<file path="src/rtl/uart_tx_param.sv">
// Prescaled UART transmitter: start, LSB-first data, optional parity, one or two stop bits.
// A one-word holding register lets the next frame follow the current one with no idle gap.
module uart_tx_param #(
    parameter int DATA_WIDTH     = 8,
    parameter int PRESCALE_WIDTH = 6
) (
    input  logic                      CLK,
    input  logic                      RST,
    input  logic [DATA_WIDTH-1:0]     P_DATA,
    input  logic                      Data_Valid,
    output logic                      Data_Ready,
    input  logic                      PAR_EN,
    input  logic                      PAR_TYP,
    input  logic                      STP2,
    input  logic [PRESCALE_WIDTH-1:0] PRESCALE,
    output logic                      TX_OUT,
    output logic                      busy
);

    localparam int IDX_WIDTH = $clog2(DATA_WIDTH);
    localparam logic [IDX_WIDTH-1:0]      LAST_IDX  = IDX_WIDTH'(DATA_WIDTH - 1);
    localparam logic [IDX_WIDTH-1:0]      IDX_ONE   = IDX_WIDTH'(1);
    localparam logic [PRESCALE_WIDTH-1:0] PRESC_ONE = PRESCALE_WIDTH'(1);

    typedef enum logic [2:0] {
        IDLE,
        START,
        DATA,
        PARITY,
        STOP1,
        STOP2
    } state_t;

    state_t state, state_next;

    logic                      hold_valid;
    logic [DATA_WIDTH-1:0]     hold_data;
    logic                      hold_par_en;
    logic                      hold_par_typ;
    logic                      hold_stp2;

    logic [DATA_WIDTH-1:0]     shift_reg, shift_next;
    logic [IDX_WIDTH-1:0]      bit_idx, bit_idx_next;
    logic [PRESCALE_WIDTH-1:0] cnt, cnt_next;
    logic [PRESCALE_WIDTH-1:0] presc_reg, presc_next;
    logic                      par_bit, par_bit_next;
    logic                      frm_par_en, frm_par_en_next;
    logic                      frm_stp2, frm_stp2_next;
    logic                      tx_next, busy_next;
    logic                      load_frame, end_frame, bit_done;

    // Ready is simply "holding register empty", so accept and drain can never collide
    assign Data_Ready = ~hold_valid;

    always_ff @(posedge CLK or posedge RST) begin
        if (RST) begin
            hold_valid   <= 1'b0;
            hold_data    <= '0;
            hold_par_en  <= 1'b0;
            hold_par_typ <= 1'b0;
            hold_stp2    <= 1'b0;
        end else if (load_frame) begin
            hold_valid <= 1'b0;
        end else if (Data_Valid && Data_Ready) begin
            hold_valid   <= 1'b1;
            hold_data    <= P_DATA;
            hold_par_en  <= PAR_EN;
            hold_par_typ <= PAR_TYP;
            hold_stp2    <= STP2;
        end
    end

    always_ff @(posedge CLK or posedge RST) begin
        if (RST) begin
            state      <= IDLE;
            shift_reg  <= '0;
            bit_idx    <= '0;
            cnt        <= '0;
            presc_reg  <= PRESC_ONE;
            par_bit    <= 1'b0;
            frm_par_en <= 1'b0;
            frm_stp2   <= 1'b0;
            TX_OUT     <= 1'b1;
            busy       <= 1'b0;
        end else begin
            state      <= state_next;
            shift_reg  <= shift_next;
            bit_idx    <= bit_idx_next;
            cnt        <= cnt_next;
            presc_reg  <= presc_next;
            par_bit    <= par_bit_next;
            frm_par_en <= frm_par_en_next;
            frm_stp2   <= frm_stp2_next;
            TX_OUT     <= tx_next;
            busy       <= busy_next;
        end
    end

    always_comb begin
        state_next      = state;
        shift_next      = shift_reg;
        bit_idx_next    = bit_idx;
        presc_next      = presc_reg;
        par_bit_next    = par_bit;
        frm_par_en_next = frm_par_en;
        frm_stp2_next   = frm_stp2;
        load_frame      = 1'b0;
        end_frame       = 1'b0;
        tx_next         = 1'b1;
        busy_next       = 1'b0;
        bit_done        = (cnt == presc_reg - PRESC_ONE);

        case (state)
            IDLE: begin
                if (hold_valid) begin
                    load_frame = 1'b1;
                end
            end
            START: begin
                if (bit_done) begin
                    state_next = DATA;
                end
            end
            DATA: begin
                if (bit_done) begin
                    if (bit_idx == LAST_IDX) begin
                        state_next = frm_par_en ? PARITY : STOP1;
                    end else begin
                        bit_idx_next = bit_idx + IDX_ONE;
                        shift_next   = shift_reg >> 1;
                    end
                end
            end
            PARITY: begin
                if (bit_done) begin
                    state_next = STOP1;
                end
            end
            STOP1: begin
                if (bit_done) begin
                    if (frm_stp2) begin
                        state_next = STOP2;
                    end else begin
                        end_frame = 1'b1;
                    end
                end
            end
            STOP2: begin
                if (bit_done) begin
                    end_frame = 1'b1;
                end
            end
            default: state_next = IDLE;
        endcase

        // A pending word at end of frame goes straight to START so frames abut
        if (end_frame) begin
            if (hold_valid) begin
                load_frame = 1'b1;
            end else begin
                state_next = IDLE;
            end
        end

        if (load_frame) begin
            state_next      = START;
            shift_next      = hold_data;
            bit_idx_next    = '0;
            par_bit_next    = (^hold_data) ^ hold_par_typ;
            frm_par_en_next = hold_par_en;
            frm_stp2_next   = hold_stp2;
            presc_next      = (PRESCALE == '0) ? PRESC_ONE : PRESCALE;
        end

        cnt_next = (state == IDLE || bit_done) ? '0 : cnt + PRESC_ONE;

        case (state_next)
            START:   tx_next = 1'b0;
            DATA:    tx_next = shift_next[0];
            PARITY:  tx_next = par_bit_next;
            default: tx_next = 1'b1;
        endcase
        busy_next = (state_next != IDLE);
    end

endmodule

</file>
<file path="config.mk">
export PLATFORM = sky130hd
export DESIGN_NAME = uart_tx_param
export DESIGN_NICKNAME = d
export VERILOG_FILES = /design/src/rtl/uart_tx_param.sv
export SDC_FILE = /design/constraint.sdc
export NUM_CORES = 1
export LEC_CHECK = 0
export CORE_MARGIN = 10
export CORE_UTILIZATION = 40
export CTS_CLUSTER_DIAMETER = 200
export CTS_CLUSTER_SIZE = 12
export DETAILED_ROUTE_END_ITERATION = 8
export GPL_ROUTABILITY_DRIVEN = 0
export PLACE_DENSITY = 0.61
export SLEW_MARGIN = 20
export SYNTH_ARGS = -nofsm -noshare
export SYNTH_HDL_FRONTEND = slang
export SYNTH_SLANG_ARGS = --single-unit
</file>
<file path="constraint.sdc">
create_clock -name CLK -period 6.4 [get_ports CLK]
set_input_delay 1.92 -clock CLK [delete_from_list [all_inputs] [get_ports CLK]]
set_output_delay 1.92 -clock CLK [all_outputs]
set_load 0.01 [all_outputs]
</file>
Word level (Yosys, flattened, before mapping)
Cells that the tools add are included.
{"block": "word_totals", "regBits": 43, "input_bits": 20, "out_inout_bits": 3, "elab_cells": 78}
{"block": "classes", "n_addsub": 3, "eq_ne": 11, "mux": 33, "bitwise": 3, "reduce_logical": 12}
{"op": "$mux W3", "count": 14}
{"op": "$mux W8", "count": 4}
{"op": "$pmux W3 S5", "count": 1}
{"op": "$eq A3 B2 Y1 const B", "count": 4}
{"op": "$mux W6", "count": 2}
{"op": "$mux W1", "count": 10}
{"op": "$eq A3 B3 Y1 const B", "count": 3}
{"op": "$reduce_xor A8 Y1", "count": 1}
{"op": "$add A6 B1 Y6 const B", "count": 1}
{"op": "$eq A3 B1 Y1 const B", "count": 2}
{"op": "$eq A6 B6 Y1", "count": 1}
{"op": "$logic_not A6 Y1", "count": 1}
{"op": "$reduce_bool A2 Y1", "count": 3}
{"op": "$sub A6 B1 Y6 const B", "count": 1}
{"op": "$add A3 B1 Y3 const B", "count": 1}
{"op": "$logic_not A3 Y1", "count": 1}
{"op": "$pmux W1 S3", "count": 1}
{"op": "$reduce_and A3 Y1", "count": 1}
{"op": "$reduce_bool A3 Y1", "count": 1}
{"op": "$ne A2 B2 Y1 const B", "count": 1}
{"op": "$not A1 Y1", "count": 2}
{"op": "$pmux W1 S2", "count": 1}
{"op": "$reduce_and A2 Y1", "count": 1}
{"op": "$reduce_or A2 Y1", "count": 1}
{"op": "other kinds (3)", "count": 3}

Depth between registers and ports, before layout
Gate-level depths: netlist of the first run.
{"block": "logic_depth", "depth_word": 9, "ltp_mapped": 12, "depth_no_buf": 9}

Worst setup path before layout of the first run
Ideal clock, no wire load.
{"block": "synth_path", "path_type": "in2reg", "from": "in Data_Valid", "to": "reg hold_data[0]", "setup_ns": 0.125, "arrival_time_ns": 2.812, "required_ns": 6.275, "path_slack_ns": 3.463, "path_stages": 3, "n_path_buf": 1, "path_cell_list": "nor2b_1 clkbuf_1 mux2_2"}
{"block": "synth_via", "elab_chain_cells": 2}
{"element": "start: declaration", "line": "10", "source": "input logic Data_Valid,"}
{"element": "$logic_and A1 B1 Y1", "line": "64", "source": "end else if (Data_Valid && Data_Ready) begin"}
{"element": "$reduce_and A2 Y1 (no line)"}
{"element": "end signal: assignment", "line": "58", "source": "hold_data <= '0;"}
{"element": "end signal: assignment", "line": "66", "source": "hold_data <= P_DATA;"}
{"element": "end: declaration", "line": "37", "source": "logic [DATA_WIDTH-1:0] hold_data;"}
No other way between the ends.
A chain may end at the register's enable or synchronous reset.

Worst setup path in the final report of the first run
{"block": "layout_path", "from": "in Data_Valid", "to": "reg hold_data[1]"}
Same word-level chain as after synthesis.

==> impl_metrics.toml, run 1 <==
[logic_synthesis]
synth.most_common_cell = "dfrtp_1"
synthAdderAreaFrac_pct = 2.31
synth-compound-area-share_pct = 13.4
synth_fp_nets = 232
yosys-top-cells-area = "dfrtp_1 47%, xnor2_1 5.7%, mux2_2 5.2%"
ys.flop_type = "dfrtp_1"
synthTopCellsByCount = "41 x dfrtp_1, 24 x nand2_1, 23 x nor2_1, 14 x xnor2_1, 10 x mux2_2"
yosysTopAreaCell = "dfrtp_1"
yosys_warnings = 0
synth_cell_types = 45
synth_simple_gate_area_share_pct = 15.6
async_flop_share_pct = 100
ys_seq_elements = 43
syn_area_um2 = 2160
synthMuxAreaShare_pct = 6.59
synthXorXnorAreaFrac_pct = 8.50
avgSynthCellArea_um2 = 10.4
yosysSeqAreaShare_pct = 49.9
synth_top_area_share_pct = 47.4
synth_top_family_by_area = "simple AND/OR/NAND/NOR gates"
synth_edf_count = 0
syn_inst = 208

[setup_path]
crit_family = "simple AND/OR/NAND/NOR gates"
worstPathRequired_ps = 6580
crit_chain = "clkdlybuf4s50_1 > nor2b_1 > mux2_2"
reg2regPathDepth = 9
critPathKind = "in2reg"
critPathMaxFanout = 12
r2r_start = "presc_reg[0]"
start_kind = "input port"
r2r-end = "shift_reg[1]"
ff2ff_setup_slack_ps = 3250
arrival_ps = 3550
worst_path_largest_cell_delay_ps = 750
cpMaxStageDelayCell = "nor2b_1"
end_kind = "flop"
cp_num_buf_inv = 1

[global_routing]
overflow = 0
grt_use_met1_pct = 14.4
grt_use_met2_pct = 15.0
antenna_found_initial = 0
grt_pass1_vias = 1538
grt_use_total_pct = 10.5
grt_max_degree = 44
grtUsageMet3_pct = 3.12
grt_first_pass_wirelength_um = 7360
top_usage_layer = "met2"

[min_path]
min_path_type = "reg2reg"
worstHoldPathCells = 2
whs_endpoint = "frm_stp2"
hold_path.startpoint = "hold_stp2"

[clocking]
cts_max_level = 2
cts_tree = "done"
hold_buffers = 0
postCtsSetupBuffers = 0
clk_path_buf_depth = 2
cts_root_buffer = "clkbuf_8"
cts_buffers = 5
cts_resized = 0
clkTransAtPathRegs_ps = 80
clock_sinks = 43
clk_latency_ps = 290

[power]
ir_drop_v = 0.000189
p_leak_nw = 1.13
pwr_density_cell_nw_per_um2 = 484

[route]
wire_per_inst_um = 13.7
vias = 1508
dr.first_iter.drc_count = 78
drc = 0
wl_um = 4120
antenna_left = 0
drt_first_pass_iters = 4
vias_per_cell = 4.99

[timing]
worstMarginPinSlew_ps = 939
slew-limit-headroom_pct = 37.3
rsz0062_at_grt = "no"
drv_slew = 0
period_needed_ps = 3370
clock_skew_ps = 6.78
fin_tns_setup_ps = 0
period_share_pct = 52.6
finalSetupViolCount = 0
clock.fmax_ghz = 0.297
timing_hold_violations_final = 0

[cells_and_area]
drive_gt1_share_pct = 11.2
nNetsFinal = 255
fill_cells = 501
antenna_cells = 0
utilization_pct = 49.0
syn2layout_area_growth_pct = 17.2

[die]
core_area_um2 = 5170
io_pins = 23
die_w_um = 93.5
initial_core_util_pct = 41.8
die-area_um2 = 8750
die_height_um = 93.5
core.rowCount = 26

[placement]
io_buffers = 22
dp_hpwl_um = 2990

[status]
outcome = "completed"

[flow_run]
max-cap-violations = 0
==> worst max path at each step <==
stage | slack, ps | to | cells past startpoint | from
5_1_grt | 2920 | hold_data[3] | 3 | Data_Valid
4_1_cts | 3030 | hold_data[1] | 3 | Data_Valid
3_5_place_dp | 2710 | hold_data[0] | 3 | Data_Valid
3_3_place_gp | 2680 | hold_data[1] | 3 | Data_Valid
2_1_floorplan | 3460 | hold_data[0] | 3 | Data_Valid
6_report | 3030 | hold_data[1] | 3 | Data_Valid
==> report_power, final <==
part / internal, mW / total [mW] / switching, mW / leakage (nW)
logic: 0.267 / 0.541 / 0.275 / 0.557
clock network: 0.0982 / 0.190 / 0.0917 / 0.0505
registers: 0.393 / 0.495 / 0.102 / 0.526
total: 0.758 / 1.23 / 0.468 / 1.13
==> final cells by class <==
| class | count | area (um2) | area share (%) |
|---|---|---|---|
| flip-flops and latches | 43 | 1080 | 42.5 |
| multi-input cells | 149 | 1000 | 39.6 |
| repair buffers | 23 | 228 | 8.98 |
| clock buffers | 7 | 96.3 | 3.80 |
| well taps | 70 | 87.6 | 3.45 |
| inverters | 9 | 33.8 | 1.33 |
| clock inverters | 1 | 7.51 | 0.296 |
==> metal layers <==
layer | part of all wire, % | vias up
li1 | - | 758
met1 | 53 | 724
met2 | 42 | 21
met3 | 4.0 | 5
met4 | 1.5 | 0
met5 | 0 | -
==> layout by cell type (no fill, tap or decap), drive strengths merged, types with 2 or more instances in the layout <==
cell	synthesis	final
a22o	6	6
and3	2	2
a21oi	5	5
nor3	3	3
nor2	23	23
o31ai	3	3
mux2	10	10
nor2b	4	4
mux2i	3	3
nand3b	2	2
dfstp	2	2
clkbuf	3	7
nand2	24	24
dfrtp	41	41
and2	3	3
or2	2	2
a21o	7	7
xor2	7	7
clkdlybuf4s50	0	22
o21ai	7	7
nand3	4	4
xnor2	14	14
ha	4	4
inv	9	9
==> stage by stage <==
step	hold slack, ps	power, mW	instances	worst slack (ps)	cell area, um2
after floorplan	434	0.929	208	3460	2160
after global placement	448	1.04	294	2680	2430
after detailed placement	467	1.05	294	2710	2430
after CTS	486	1.24	302	3030	2540
after global routing	517	1.34	302	2920	2540
final	481	1.23	302	3030	2540
==> tightest hold or removal path, cell delays in order, from the launching register on <==
cell and delay (ps):
dfrtp_1 350, nand2_1 50, nand2_1 50
==> cells by family (layout without fill, tap and decap cells) <==
family / count (synthesis) / after routing
AND/OR/NAND/NOR: 73 / 73
flip-flops: 43 / 43
AO/OA/AOI/OAI: 38 / 38
XOR/XNOR: 21 / 21
buffers and inverters: 16 / 40
multiplexers: 13 / 13
adder cells (fa/ha/maj): 4 / 4
Note: power is estimated with default switching activity, not from simulation.
==> run 2, diff against run 1 <==
- clock period: 6.4 -> 3.2 ns (I/O delays scaled with it)
==> run 2 against run 1 <==
Via count increased by 0.33%. Count of clock-buffer cells in the layout unchanged. Utilization increased by 0.34 points. Register-to-register slack got worse by 2800 ps.
==> impl_metrics.toml, run 2 (same netlist as run 1, synthesis figures left out) <==
[placement]
dpl_cell_area_um2 = 2460
dp.cells = 298
io_buffers = 22
dp_hpwl_um = 3100
dpl_worst_slack_ps = 526

[die]
core.rowCount = 26
io_pins = 23
core_area_um2 = 5170
initial_core_util_pct = 41.8
die_height_um = 93.5
die-area_um2 = 8750
die_w_um = 93.5

[cells_and_area]
utilization_pct = 49.4
stdcell_area_um2 = 2550
drive_gt1_share_pct = 12.3
syn2layout_area_growth_pct = 18.0
mostFrequentLayoutCells = "41 x dfrtp_1, 24 x nand2_1, 23 x nor2_1"
final_cells = 306
final_common_cell = "dfrtp_1"
antenna_cells = 0
nNetsFinal = 259
regArea_um2 = 1080
fill_cells = 481
multi_input_area_um2 = 1000

[status]
outcome = "completed"

[setup_path]
cpMaxStageDelayCell = "dfstp_2"
critPathMaxFanout = 11
r2r-end = "shift_reg[4]"
crit_chain = "inv_1 > ha_1 > nor3b_1 > xnor2_1 > o211ai_1 > o31ai_4 > and2_1 > nor2_1 > a21o_1"
critPathLaunch = "presc_reg[0]"
worstPathRequired_ps = 3390
arrival_ps = 2920
reg2regPathDepth = 9
critPathKind = "reg2reg"
ff2ff_setup_slack_ps = 470
end_kind = "flop"
worst_path_largest_cell_delay_ps = 560
worstSetupEndpoint = "shift_reg[4]"
start_kind = "flop"
r2r_start = "presc_reg[0]"

[timing]
whs_ps = 480
timing_hold_violations_final = 0
slew-limit-headroom_pct = 63.8
period_needed_ps = 2730
period_share_pct = 85.3
clock.fmax_ghz = 0.366
drv_slew = 0
clock_skew_ps = 5.70
worstMarginPinSlew_ps = 544
fin_tns_setup_ps = 0
worst_slack_ps = 471
rsz0062_at_grt = "no"
finalSetupViolCount = 0

[clocking]
clock_sinks = 43
cts_root_buffer = "clkbuf_8"
clk_latency_ps = 290
cts_max_level = 2
clkTransAtPathRegs_ps = 80
cts_resized = 0
postCtsSetupBuffers = 0
cts_tree = "done"
hold_buffers = 0
clk_path_buf_depth = 2
cts_buffers = 5

[route]
routed-wl-met2_um = 1760
routed.top_layer = "met4"
drc = 0
dr_wl_met3_um = 206
drt_first_pass_iters = 4
wire_per_inst_um = 13.7
vias = 1513
wl_um = 4200
dr.first_iter.drc_count = 102
vias_per_cell = 4.94
met1_length_um = 2190
antenna_left = 0

[global_routing]
grt_use_total_pct = 10.4
grt_pass1_vias = 1472
grt_max_degree = 44
antenna_found_initial = 0
grt_first_pass_wirelength_um = 7440
overflow = 0

[flow_run]
max-cap-violations = 0

[power]
p_leak_nw = 1.15
pwr_density_cell_nw_per_um2 = 971
ir_drop_v = 0.000449
finalPower_mw = 2.48

[min_path]
min_path_type = "reg2reg"
[run 2: cell types whose count changed in the layout (fill, tap and decap cells not counted), sizes merged]
cell and change:
clkinvlp -1, buf +4, clkinv +1
[run 2: worst min path at each step]
stage | cells after the start | startpoint | slack, ps | endpoint
4_1_cts | 2 | hold_stp2 | 480 | frm_stp2
3_5_place_dp | 2 | hold_stp2 | 460 | frm_stp2
2_1_floorplan | 2 | hold_stp2 | 430 | frm_stp2
6_report | 2 | hold_stp2 | 480 | frm_stp2
5_1_grt | 1 | shift_reg[1] | 490 | shift_reg[1]
3_3_place_gp | 2 | hold_stp2 | 450 | frm_stp2
[run 2: report_power, final]
part	total, mW	internal (mW)	switching [mW]
registers	0.995	0.787	0.208
logic	1.13	0.560	0.570
clock network	0.354	0.174	0.180
total	2.48	1.52	0.958
[run 2: layer usage]
metal	up-vias	global-route usage, %
met2	27	14.2
met5	-	0
met4	0	3.42
met3	5	3.36
li1	768	-
met1	713	14.9
[run 2: area by class of cell]
class / count / share of cell area (%)
Sequential cell: 43 / 42.2
Multi-Input combinational cell: 149 / 39.3
Clock inverter: 1 / 0.196
Timing Repair Buffer: 27 / 10.1
Tap cell: 70 / 3.43
Clock buffer: 7 / 3.38
Inverter: 9 / 1.32
[run 2: critical path, delay by kind of cell, from the launching register on]
family	cells	cell delay [ps]
fa+ha+maj	1	210
compound gates	3	810
flops	1	560
buf+inv	1	60
xor+xnor	1	190
simple gates	3	800
==> run 3, diff against run 2 <==
- ABC_AREA: not set -> 1
- CAP_MARGIN: not set -> 40
- SLEW_MARGIN: 20 -> not set
==> run 3 against run 2 <==
Count of clock-buffer cells in the layout up 1. Sequential share of layout area down 1.1 points. Non-clock buffer count down 4. Critical path type is now reg2out.
==> impl_metrics.toml, run 3 <==
[timing]
slew-limit-headroom_pct = 63.4
rsz0062_at_grt = "no"
fin_tns_setup_ps = 0
timing_hold_violations_final = 0
clock_skew_ps = 6.61
worstMarginPinSlew_ps = 549
drv_slew = 0
period_needed_ps = 2380
period_share_pct = 74.4
finalSetupViolCount = 0
clock.fmax_ghz = 0.420

[route]
vias = 1702
wl_um = 4230
vias_per_cell = 4.71
antenna_left = 0
drt_first_pass_iters = 4
wire_per_inst_um = 11.7
dr.first_iter.drc_count = 59
drc = 0

[logic_synthesis]
ys.flop_type = "dfrtp_1"
yosys_warnings = 0
yosysTopAreaCell = "dfrtp_1"
async_flop_share_pct = 100
syn_inst = 263
synth_fp_nets = 287
yosys-top-cells-area = "dfrtp_1 45%, nand2_1 13%, nand3_1 5.8%"
synthTopCellsByCount = "76 x nand2_1, 41 x dfrtp_1, 26 x nand3_1, 20 x inv_1, 20 x nor2_1"
synth_edf_count = 0
ys_seq_elements = 43
synth_top_area_share_pct = 45.4
synth.most_common_cell = "nand2_1"
syn_area_um2 = 2260
yosysSeqAreaShare_pct = 47.7
synth_cell_types = 34
avgSynthCellArea_um2 = 8.60

[clocking]
clkTransAtPathRegs_ps = 70
clk_path_buf_depth = 2
cts_tree = "done"
hold_buffers = 0
cts_buffers = 5
cts_root_buffer = "clkbuf_8"
postCtsSetupBuffers = 0
cts_max_level = 2
cts_resized = 0
clock_sinks = 43
clk_latency_ps = 300

[cells_and_area]
antenna_cells = 0
syn2layout_area_growth_pct = 16.0
drive_gt1_share_pct = 13.5
nNetsFinal = 312
final_common_cell = "nand2_1"
mostFrequentLayoutCells = "76 x nand2_1, 41 x dfrtp_1, 26 x nand3_1"

[setup_path]
end_kind = "output port"
cpMaxStageDelayCell = "clkdlybuf4s50_1"
worst_path_largest_cell_delay_ps = 560
worstPathRequired_ps = 2240
crit_family = "buffers and inverters"
arrival_ps = 1420
cp_num_buf_inv = 2
critPathKind = "reg2out"
critPathMaxFanout = 4
start_kind = "flop"
crit_chain = "inv_1 > clkdlybuf4s50_1"

[die]
initial_core_util_pct = 41.1
die_height_um = 95.2
io_pins = 23
core.rowCount = 27
die_w_um = 95.2
core_area_um2 = 5510
die-area_um2 = 9060

[min_path]
min_path_type = "reg2reg"

[power]
pwr_density_cell_nw_per_um2 = 909
p_leak_nw = 1.26
finalPower_mw = 2.39
ir_drop_v = 0.000519

[placement]
io_buffers = 22
dp_hpwl_um = 3160

[global_routing]
grt_use_total_pct = 10.2
grt_max_degree = 44
antenna_found_initial = 0
grt_first_pass_wirelength_um = 7500
grt_pass1_vias = 1700
overflow = 0

[flow_run]
max-cap-violations = 0

[status]
outcome = "completed"
## run 3: changes by cell type after synthesis, moves of 4 or more
cell     previous run  this run
inv_1               9        20
inv_2               0         6
xnor2_1            14         7
nand3_1             4        26
nand2_2             0         5
a21o_1              7         0
o21ai_1             2         8
a22o_1              6         1
a21oi_1             5         1
nor2b_1             4         0
nand2_1            24        76
## run 3: per-stage QoR
stage          std cells  utilization (%)  hold WS, ps  instance area (um2)  setup WS, ps
6_report             361             47.7          484                 2630           819
5_1_grt              361             47.7          518                 2630           639
4_1_cts              361             47.7          483                 2630           800
3_5_place_dp         353             46.2          464                 2540           883
3_3_place_gp         353             46.2          458                 2540           894
2_1_floorplan        263                -          442                 2260          1220
## run 3: routing by layer
| metal | track usage (%) | wire length, um | part of all wire [%] | vias to the layer above |
|---|---|---|---|---|
| li1 | - | - | - | 889 |
| met1 | 13.1 | 2160 | 51 | 790 |
| met3 | 2.83 | 135 | 3.2 | 5 |
| met2 | 15.9 | 1890 | 45 | 18 |
| met4 | 4.11 | 44 | 1.0 | 0 |
| met5 | 0 | 0 | 0 | - |
## run 3: worst reg2reg max path: stages, from the launching register on
cell and delay (ps):
dfstp_2 560, inv_2 50, ha_1 300, xnor2_1 130, nor2_2 150, nand3_4 110
nor2_8 220, nand3_2 120, nand2_4 250, a21oi_2 120, a22o_1 200
## run 3: worst paths after layout
kind                                    from  cells past startpoint           end  slack (ps)
max in group asynchronous                RST                      3        TX_OUT        1720
worst max register to register  presc_reg[0]                     10  shift_reg[7]         880
min in group asynchronous                RST                      3  presc_reg[1]        1100
worst max-delay path              hold_valid                      2    Data_Ready         820
worst min-delay path              frm_par_en                      2    frm_par_en         480
worst min register to register    frm_par_en                      2    frm_par_en         480
## run 3: logic make-up after synthesis
logic type / count (synthesis) / share of synthesized area (%)
AND/OR/NAND/NOR: 140 / 28.5
flip-flops: 43 / 47.7
buffers and inverters: 32 / 6.03
AO/OA/AOI/OAI: 20 / 4.81
multiplexers: 13 / 6.47
XOR/XNOR: 11 / 4.26
adder cells (fa/ha/maj): 4 / 2.21
## run 3: where the power goes
part	switching (mW)	internal [mW]
Combinational	0.621	0.469
Clock	0.178	0.155
Sequential	0.182	0.782
## run 3: cell type report
| cell class | count | area (um2) |
|---|---|---|
| Fill cell | 532 | 2880 |
| Sequential cell | 43 | 1080 |
| Multi-Input combinational cell | 188 | 1050 |
| Timing Repair Buffer | 23 | 228 |
| Inverter | 27 | 101 |
| Tap cell | 72 | 90.1 |
| Clock buffer | 8 | 80.1 |
